### src/rtl/mem_pkg.sv
// Shared definitions for the wait-state memory responder: word width,
// default geometry/latency and the control-state encoding.
package mem_pkg;

  localparam int WORD_W          = 32;
  localparam int DEF_DEPTH_LOG2  = 6;
  localparam int DEF_WAIT_CYCLES = 2;
  localparam int CNT_W           = 4;

  localparam logic [1:0] ST_IDLE = 2'd0;
  localparam logic [1:0] ST_WAIT = 2'd1;
  localparam logic [1:0] ST_DONE = 2'd2;

  typedef enum logic [1:0] {
    IDLE = ST_IDLE,
    WAIT = ST_WAIT,
    DONE = ST_DONE
  } state_e;

endpackage

### src/rtl/mem_ram_sp.sv
// Single-port synchronous RAM: one write port and a registered read whose
// output register is cleared by reset and only updates when re_i is high.
module mem_ram_sp
  import mem_pkg::*;
#(
  parameter int ADDR_W = DEF_DEPTH_LOG2,
  parameter int DATA_W = WORD_W
) (
  input  logic              clk,
  input  logic              reset,
  input  logic              we_i,
  input  logic              re_i,
  input  logic [ADDR_W-1:0] addr_i,
  input  logic [DATA_W-1:0] wdata_i,
  output logic [DATA_W-1:0] rdata_o
);

  logic [DATA_W-1:0] mem_q [2**ADDR_W];
  logic [DATA_W-1:0] rdata_q;

  // Array contents are deliberately not reset.
  always_ff @(posedge clk) begin
    if (we_i) begin
      mem_q[addr_i] <= wdata_i;
    end
  end

  always_ff @(posedge clk) begin
    if (reset) begin
      rdata_q <= '0;
    end else if (re_i) begin
      rdata_q <= mem_q[addr_i];
    end
  end

  assign rdata_o = rdata_q;

endmodule

### src/rtl/mem_wait_responder.sv
// Memory responder with programmable wait states: accepts a held request,
// counts down WAIT_CYCLES, then completes the read/write with a Ready pulse.
//
//   state | meaning
//   IDLE  | waiting for Req; preload port may write the RAM
//   WAIT  | counting wait states, down-counter reaches 1 -> DONE
//   DONE  | Ready (and Err if misaligned) for one cycle; write commits on exit
module mem_wait_responder
  import mem_pkg::*;
#(
  parameter int DEPTH_LOG2  = DEF_DEPTH_LOG2,
  parameter int WAIT_CYCLES = DEF_WAIT_CYCLES
) (
  input  logic                  clk,
  input  logic                  reset,
  input  logic                  Req,
  input  logic                  MemW,
  input  logic [WORD_W-1:0]     Adr,
  input  logic [WORD_W-1:0]     WriteData,
  output logic [WORD_W-1:0]     ReadData,
  output logic                  Ready,
  output logic                  Err,
  output logic                  Busy,
  input  logic                  prog_we,
  input  logic [DEPTH_LOG2-1:0] prog_addr,
  input  logic [WORD_W-1:0]     prog_data
);

  localparam logic [CNT_W-1:0] WAIT_LD = CNT_W'(WAIT_CYCLES);
  localparam logic [CNT_W-1:0] CNT_ONE = CNT_W'(1);

  state_e                  state_q, state_d;
  logic [CNT_W-1:0]        cnt_q, cnt_d;
  logic [DEPTH_LOG2-1:0]   idx_q, idx_d;
  logic                    memw_q, memw_d;
  logic                    mis_q, mis_d;
  logic [WORD_W-1:0]       wdata_q, wdata_d;

  logic [DEPTH_LOG2-1:0]   adr_idx;
  logic                    ram_we, ram_re;
  logic [DEPTH_LOG2-1:0]   ram_addr;
  logic [WORD_W-1:0]       ram_wdata;
  logic [WORD_W-1:0]       ram_rdata;
  logic                    adr_unused;

  // Upper address bits are dropped so accesses wrap modulo the RAM size.
  assign adr_idx    = Adr[DEPTH_LOG2+1:2];
  assign adr_unused = ^Adr[WORD_W-1:DEPTH_LOG2+2];

  always_comb begin
    state_d   = state_q;
    cnt_d     = cnt_q;
    idx_d     = idx_q;
    memw_d    = memw_q;
    mis_d     = mis_q;
    wdata_d   = wdata_q;
    ram_we    = 1'b0;
    ram_re    = 1'b0;
    ram_addr  = idx_q;
    ram_wdata = wdata_q;

    case (state_q)
      IDLE: begin
        if (Req) begin
          idx_d    = adr_idx;
          memw_d   = MemW;
          wdata_d  = WriteData;
          mis_d    = (Adr[1:0] != 2'b00);
          cnt_d    = WAIT_LD;
          ram_addr = adr_idx;
          if (WAIT_CYCLES == 0) begin
            // Zero-wait read fetches straight from the live address.
            state_d = DONE;
            ram_re  = ~MemW;
          end else begin
            state_d = WAIT;
          end
        end else if (prog_we) begin
          ram_we    = 1'b1;
          ram_addr  = prog_addr;
          ram_wdata = prog_data;
        end
      end
      WAIT: begin
        cnt_d = cnt_q - CNT_ONE;
        if (cnt_q == CNT_ONE) begin
          state_d = DONE;
          ram_re  = ~memw_q;
        end
      end
      DONE: begin
        state_d = IDLE;
        ram_we  = memw_q & ~mis_q;
      end
      default: begin
        state_d = IDLE;
      end
    endcase
  end

  always_ff @(posedge clk) begin
    if (reset) begin
      state_q <= IDLE;
      cnt_q   <= '0;
      idx_q   <= '0;
      memw_q  <= 1'b0;
      mis_q   <= 1'b0;
      wdata_q <= '0;
    end else begin
      state_q <= state_d;
      cnt_q   <= cnt_d;
      idx_q   <= idx_d;
      memw_q  <= memw_d;
      mis_q   <= mis_d;
      wdata_q <= wdata_d;
    end
  end

  // Reset discards any write that would otherwise commit on this edge.
  mem_ram_sp #(
    .ADDR_W (DEPTH_LOG2),
    .DATA_W (WORD_W)
  ) u_ram (
    .clk     (clk),
    .reset   (reset),
    .we_i    (ram_we & ~reset),
    .re_i    (ram_re),
    .addr_i  (ram_addr),
    .wdata_i (ram_wdata),
    .rdata_o (ram_rdata)
  );

  assign ReadData = ram_rdata;
  assign Ready    = (state_q == DONE);
  assign Err      = (state_q == DONE) & mis_q;
  assign Busy     = (state_q != IDLE);

endmodule

### config.mk
export PLATFORM = sky130hd
export DESIGN_NAME = mem_wait_responder
export DESIGN_NICKNAME = d
export VERILOG_FILES = /design/src/rtl/mem_pkg.sv /design/src/rtl/mem_ram_sp.sv /design/src/rtl/mem_wait_responder.sv
export SDC_FILE = /design/constraint.sdc
export NUM_CORES = 2
export LEC_CHECK = 0
export ABC_CLOCK_PERIOD_IN_PS = 7250
export CAP_MARGIN = 20
export CORE_MARGIN = 5
export CORE_UTILIZATION = 25
export CTS_BUF_LIST = sky130_fd_sc_hd__clkbuf_4 sky130_fd_sc_hd__clkbuf_8 sky130_fd_sc_hd__clkbuf_16
export CTS_CLUSTER_DIAMETER = 80
export DETAILED_ROUTE_END_ITERATION = 8
export HOLD_SLACK_MARGIN = 0.08
export SYNTH_ARGS = -nofsm -noshare
export SYNTH_HDL_FRONTEND = slang
export SYNTH_SLANG_ARGS = --single-unit
### constraint.sdc
create_clock -name clk -period 7.25 [get_ports clk]
set_clock_uncertainty 0.05 [all_clocks]
set_input_delay 1.45 -clock clk [delete_from_list [all_inputs] [get_ports clk]]
set_output_delay 1.45 -clock clk [all_outputs]
set_load 0.05 [all_outputs]
==> metrics.log <==
INFO  metric core = 325,000 µm²
INFO  metric power.density = roughly 290 nW/µm²
INFO  metric ports = about 140
INFO  metric synth_top_flop_cell = sky130_fd_sc_hd__edfxtp_1
INFO  metric clock_tree_from_tritoncts = done
INFO  metric hold-worst-slack = about 0.40 ns
INFO  metric final_layout_size_suffix_gt1_frac = 0.149
INFO  metric tritoncts.num_buffers = ~210
INFO  metric reg2reg_slack = 2.52 ns
INFO  metric drt_first_iter_violations = about 9.1k
INFO  metric crit_type = input pin to register
INFO  metric synthCells = around 5.3k
INFO  metric fp.dieArea = around 340,000 µm²
INFO  metric post_route_clock_period_utilization = 0.781
INFO  metric data_required_time_of_the_critical_path = 7.91 ns
INFO  metric drtPass1Iterations = 7
INFO  metric htree_levels = 4
INFO  metric critPathMaxStageDelay = 0.90 ns
INFO  metric drc_errors = 0
INFO  metric synth_top_area_share = 0.754
INFO  metric postSynthRegisterBits = about 2.1k
INFO  metric cp_max_fo = 23
INFO  metric cell_chain_of_the_critical_path = clkdlybuf4s50_1 > nor3b_1 > o21a_1 > nor2_4 > buf_12 > buf_4 > mux2i_1 > o22ai_1 > o21ai_0 > o21ai_0 > nor4_1 > buf_4 > a311oi_1
INFO  metric number_of_cells_on_the_worst_reg_to_reg_path = 12
INFO  metric seq_area_frac_synth = 0.773
INFO  metric totalWireLength = 294,000 µm
INFO  metric setup-tns-final = 0 ns
INFO  metric timing.slew.headroom = 0.152
INFO  metric post_cts_hold_buffer_count = 0
INFO  metric max-vdd-ir-drop = around 280 µV
INFO  metric yosys_warnings = 0
INFO  metric worst_pin_slew = 1.26 ns
INFO  metric grt_first_pass_wirelength = just over 400,000 µm
INFO  metric critPathCapture = u_ram.rdata_o[12]
INFO  metric die_width = 581 µm
INFO  metric viasPerCell = between 5 and 6
INFO  metric worstReg2RegStart = state_q[0]
INFO  metric timing.critical_path.to_type = register
INFO  metric cts_max_path_buffers = 3
INFO  metric rsz0062_at_grt = no
INFO  metric grt_antenna_before_repair = 16
INFO  metric finish.instance_area = a little under 100,000 µm²
INFO  metric synth.cell_area = approximately 80,000 µm²
INFO  metric cts_resized = 0
INFO  metric timing.rr.end = u_ram.rdata_o[12]
INFO  metric synth_enable_flop_cells = just over 2k
INFO  metric synthToLayoutAreaGrowth = 19.8%
INFO  metric clock_sinks = 2,126
INFO  metric placer_s_final_routability_congestion_estimate = 0.868
INFO  metric start_util = 0.251
INFO  metric syn_nets = roughly 5.4k
INFO  metric grt_start_max_net_pins = between 70 and 80
INFO  metric max-cap-violations = 0
INFO  metric cp_num_buf_inv = 4
INFO  metric endpoint_arrival_time_on_the_critical_path = around 6.3 ns
INFO  metric fin_ws = 1.59 ns
INFO  metric rows = 209
INFO  metric status = completed
INFO  metric hold_violations = 0
INFO  metric detailedPlacementHpwl = approximately 170,000 µm
INFO  metric timing.critical_path.from = Req
INFO  metric place.port_buffers = roughly 120
INFO  metric async_set_reset_flop_share_out_of_synthesis = 0
INFO  metric final_antenna_net_count = 0
INFO  metric clkTransAtPathRegs = 0.06 ns
INFO  metric height_of_the_die = roughly 580 µm
INFO  metric critical_path_cell_count = 13
INFO  metric nFillCells = between 30k and 40k
INFO  metric post_synth_num_cell_types = 75
INFO  metric placedInstanceArea = between 90,000 and 100,000 µm²
INFO  metric crit_family = compound AO/OA/AOI/OAI gates
INFO  metric globalRouteTotalUtil = 0.166
INFO  metric post-place-ws = 0.808 ns
INFO  metric post-route-min-period = between 5 and 6 ns
INFO  metric layout.cells.most_common = sky130_fd_sc_hd__edfxtp_1
INFO  metric grt_overflow_total = 0
INFO  metric netlist_top_cells_area = sky130_fd_sc_hd__edfxtp_1 (75%), sky130_fd_sc_hd__nand2_1 (4.1%), sky130_fd_sc_hd__mux2i_1 (3.2%)
INFO  metric route.detailed.wl_per_inst = ~29 µm
INFO  metric maxClockFrequency = 177 MHz
INFO  metric setup_viol = 0
INFO  metric fin_nets = approximately 5.8k
INFO  metric worst_skew_pair.late_latency = roughly 0.86 ns
INFO  metric final_max_slew_viol_count = 0
INFO  metric synth_top_cell_by_area = sky130_fd_sc_hd__edfxtp_1
INFO  metric via_count = approximately 53k
INFO  metric final_util = 0.301
INFO  metric power.static_leakage = roughly 31 nW
INFO  metric syn-mean-instance-area = around 15 µm²
INFO  metric number_of_global_route_vias_before_repair = approximately 50k
INFO  metric crit_path_start_kind = input pin
INFO  metric postCtsSetupBuffers = 0
INFO  metric holdCritPathClass = register to register
INFO  metric layout.cells.most_common_list = sky130_fd_sc_hd__edfxtp_1 (2,048), sky130_fd_sc_hd__nand2_1 (887), sky130_fd_sc_hd__a21oi_1 (450)
INFO  metric cts-root-buf = sky130_fd_sc_hd__clkbuf_16
INFO  metric crit_slowest_cell = sky130_fd_sc_hd__nor2_4
[cells in the mapped netlist, types with 6 or more instances]
master / count
sky130_fd_sc_hd__a2111oi_0: 6
sky130_fd_sc_hd__a211oi_1: 62
sky130_fd_sc_hd__a21o_1: 6
sky130_fd_sc_hd__a21oi_1: 451
sky130_fd_sc_hd__a221o_1: 11
sky130_fd_sc_hd__a221oi_1: 75
sky130_fd_sc_hd__a222oi_1: 8
sky130_fd_sc_hd__a22o_1: 35
sky130_fd_sc_hd__a22oi_1: 155
sky130_fd_sc_hd__a311oi_1: 19
sky130_fd_sc_hd__a31oi_1: 75
sky130_fd_sc_hd__a32oi_1: 39
sky130_fd_sc_hd__and3_1: 18
sky130_fd_sc_hd__buf_1: 24
sky130_fd_sc_hd__buf_2: 161
sky130_fd_sc_hd__buf_4: 23
sky130_fd_sc_hd__clkbuf_1: 134
sky130_fd_sc_hd__dfxtp_1: 78
sky130_fd_sc_hd__edfxtp_1: 2048
sky130_fd_sc_hd__mux2_2: 58
sky130_fd_sc_hd__mux2i_1: 263
sky130_fd_sc_hd__nand2_1: 891
sky130_fd_sc_hd__nand3_1: 57
sky130_fd_sc_hd__nand4_1: 7
sky130_fd_sc_hd__nor2_1: 136
sky130_fd_sc_hd__nor2_2: 6
sky130_fd_sc_hd__nor3_1: 37
sky130_fd_sc_hd__nor4_1: 44
sky130_fd_sc_hd__o211ai_1: 9
sky130_fd_sc_hd__o21ai_0: 123
sky130_fd_sc_hd__o21ai_1: 8
sky130_fd_sc_hd__o21bai_1: 6
sky130_fd_sc_hd__o221ai_1: 13
sky130_fd_sc_hd__o22ai_1: 138
sky130_fd_sc_hd__o2bb2ai_1: 12
sky130_fd_sc_hd__o32ai_1: 8
[how the worst min path moves through the flow]
| stage | to | from | cells after the start |
|---|---|---|---|
| after floorplan | wdata_q[0] | wdata_q[0] | 2 |
| after global placement | wdata_q[22] | wdata_q[22] | 2 |
| after detailed placement | wdata_q[30] | wdata_q[30] | 2 |
| after CTS | wdata_q[13] | wdata_q[13] | 2 |
| after global routing | wdata_q[22] | wdata_q[22] | 2 |
| final | wdata_q[2] | wdata_q[2] | 2 |
[per-layer routing]
| layer | up-vias | part of all wire | track usage |
|---|---|---|---|
| met2 | 3942 | 0.43 | 0.250 |
| met5 | - | 0.00017 | 0 |
| li1 | 21513 | - | - |
| met4 | 8 | 0.068 | 0.0975 |
| met1 | 26933 | 0.37 | 0.219 |
| met3 | 733 | 0.12 | 0.0395 |
[power by group]
part           internal [mW]  total [mW]  switching [mW]
sequential              13.7        13.7          0.0261
clock                   6.29        11.1            4.79
combinational          0.857        3.23            2.37
total                   20.8        28.0            7.19
[tightest hold or removal path: stages, from the launching register on]
cell and delay (ns):
sky130_fd_sc_hd__dfxtp_1 0.31, sky130_fd_sc_hd__nand2_1 0.05, sky130_fd_sc_hd__a21oi_1 0.05
[layout make-up]
class / instances / area (µm²) / share of cell area
diodes: 5 / 12.5 / 0.000128
clock buffers: 265 / 5810 / 0.0594
clock inverters: 138 / 1310 / 0.0133
inverters: 4 / 15.0 / 0.000154
multi-input cells: 2858 / 17700 / 0.181
flip-flops and latches: 2126 / 63100 / 0.645
well taps: 4325 / 5410 / 0.0553
repair buffers: 455 / 4490 / 0.0460
[registers in the layout (all words and copies together), names as in the netlist]
| signal | cells |
|---|---|
| cnt_q | 4 |
| idx_q | 6 |
| memw_q | 1 |
| mis_q | 1 |
| state_q | 2 |
| u_ram.mem_q | 2048 |
| u_ram.rdata_o | 32 |
| wdata_q | 32 |
[logic make-up (layout without fill, tap and decap cells)]
kind of cell / Yosys count / count (layout) / share of synthesized area
flops: 2126 / 2126 / 0.773
fa+ha+maj: 2 / 2 / 0.000307
compound gates: 1303 / 1303 / 0.103
buf+inv: 349 / 862 / 0.0199
mux: 324 / 324 / 0.0411
other cells: 0 / 5 / 0
simple gates: 1229 / 1229 / 0.0625
[metrics by stage]
step	cells	total power, mW
finish	10176	28.0
global route	10172	28.7
CTS	10171	28.0
detailed placement	9768	17.1
global placement	9766	17.0
floorplan	5333	15.6
(Power assumes the default switching activity.)
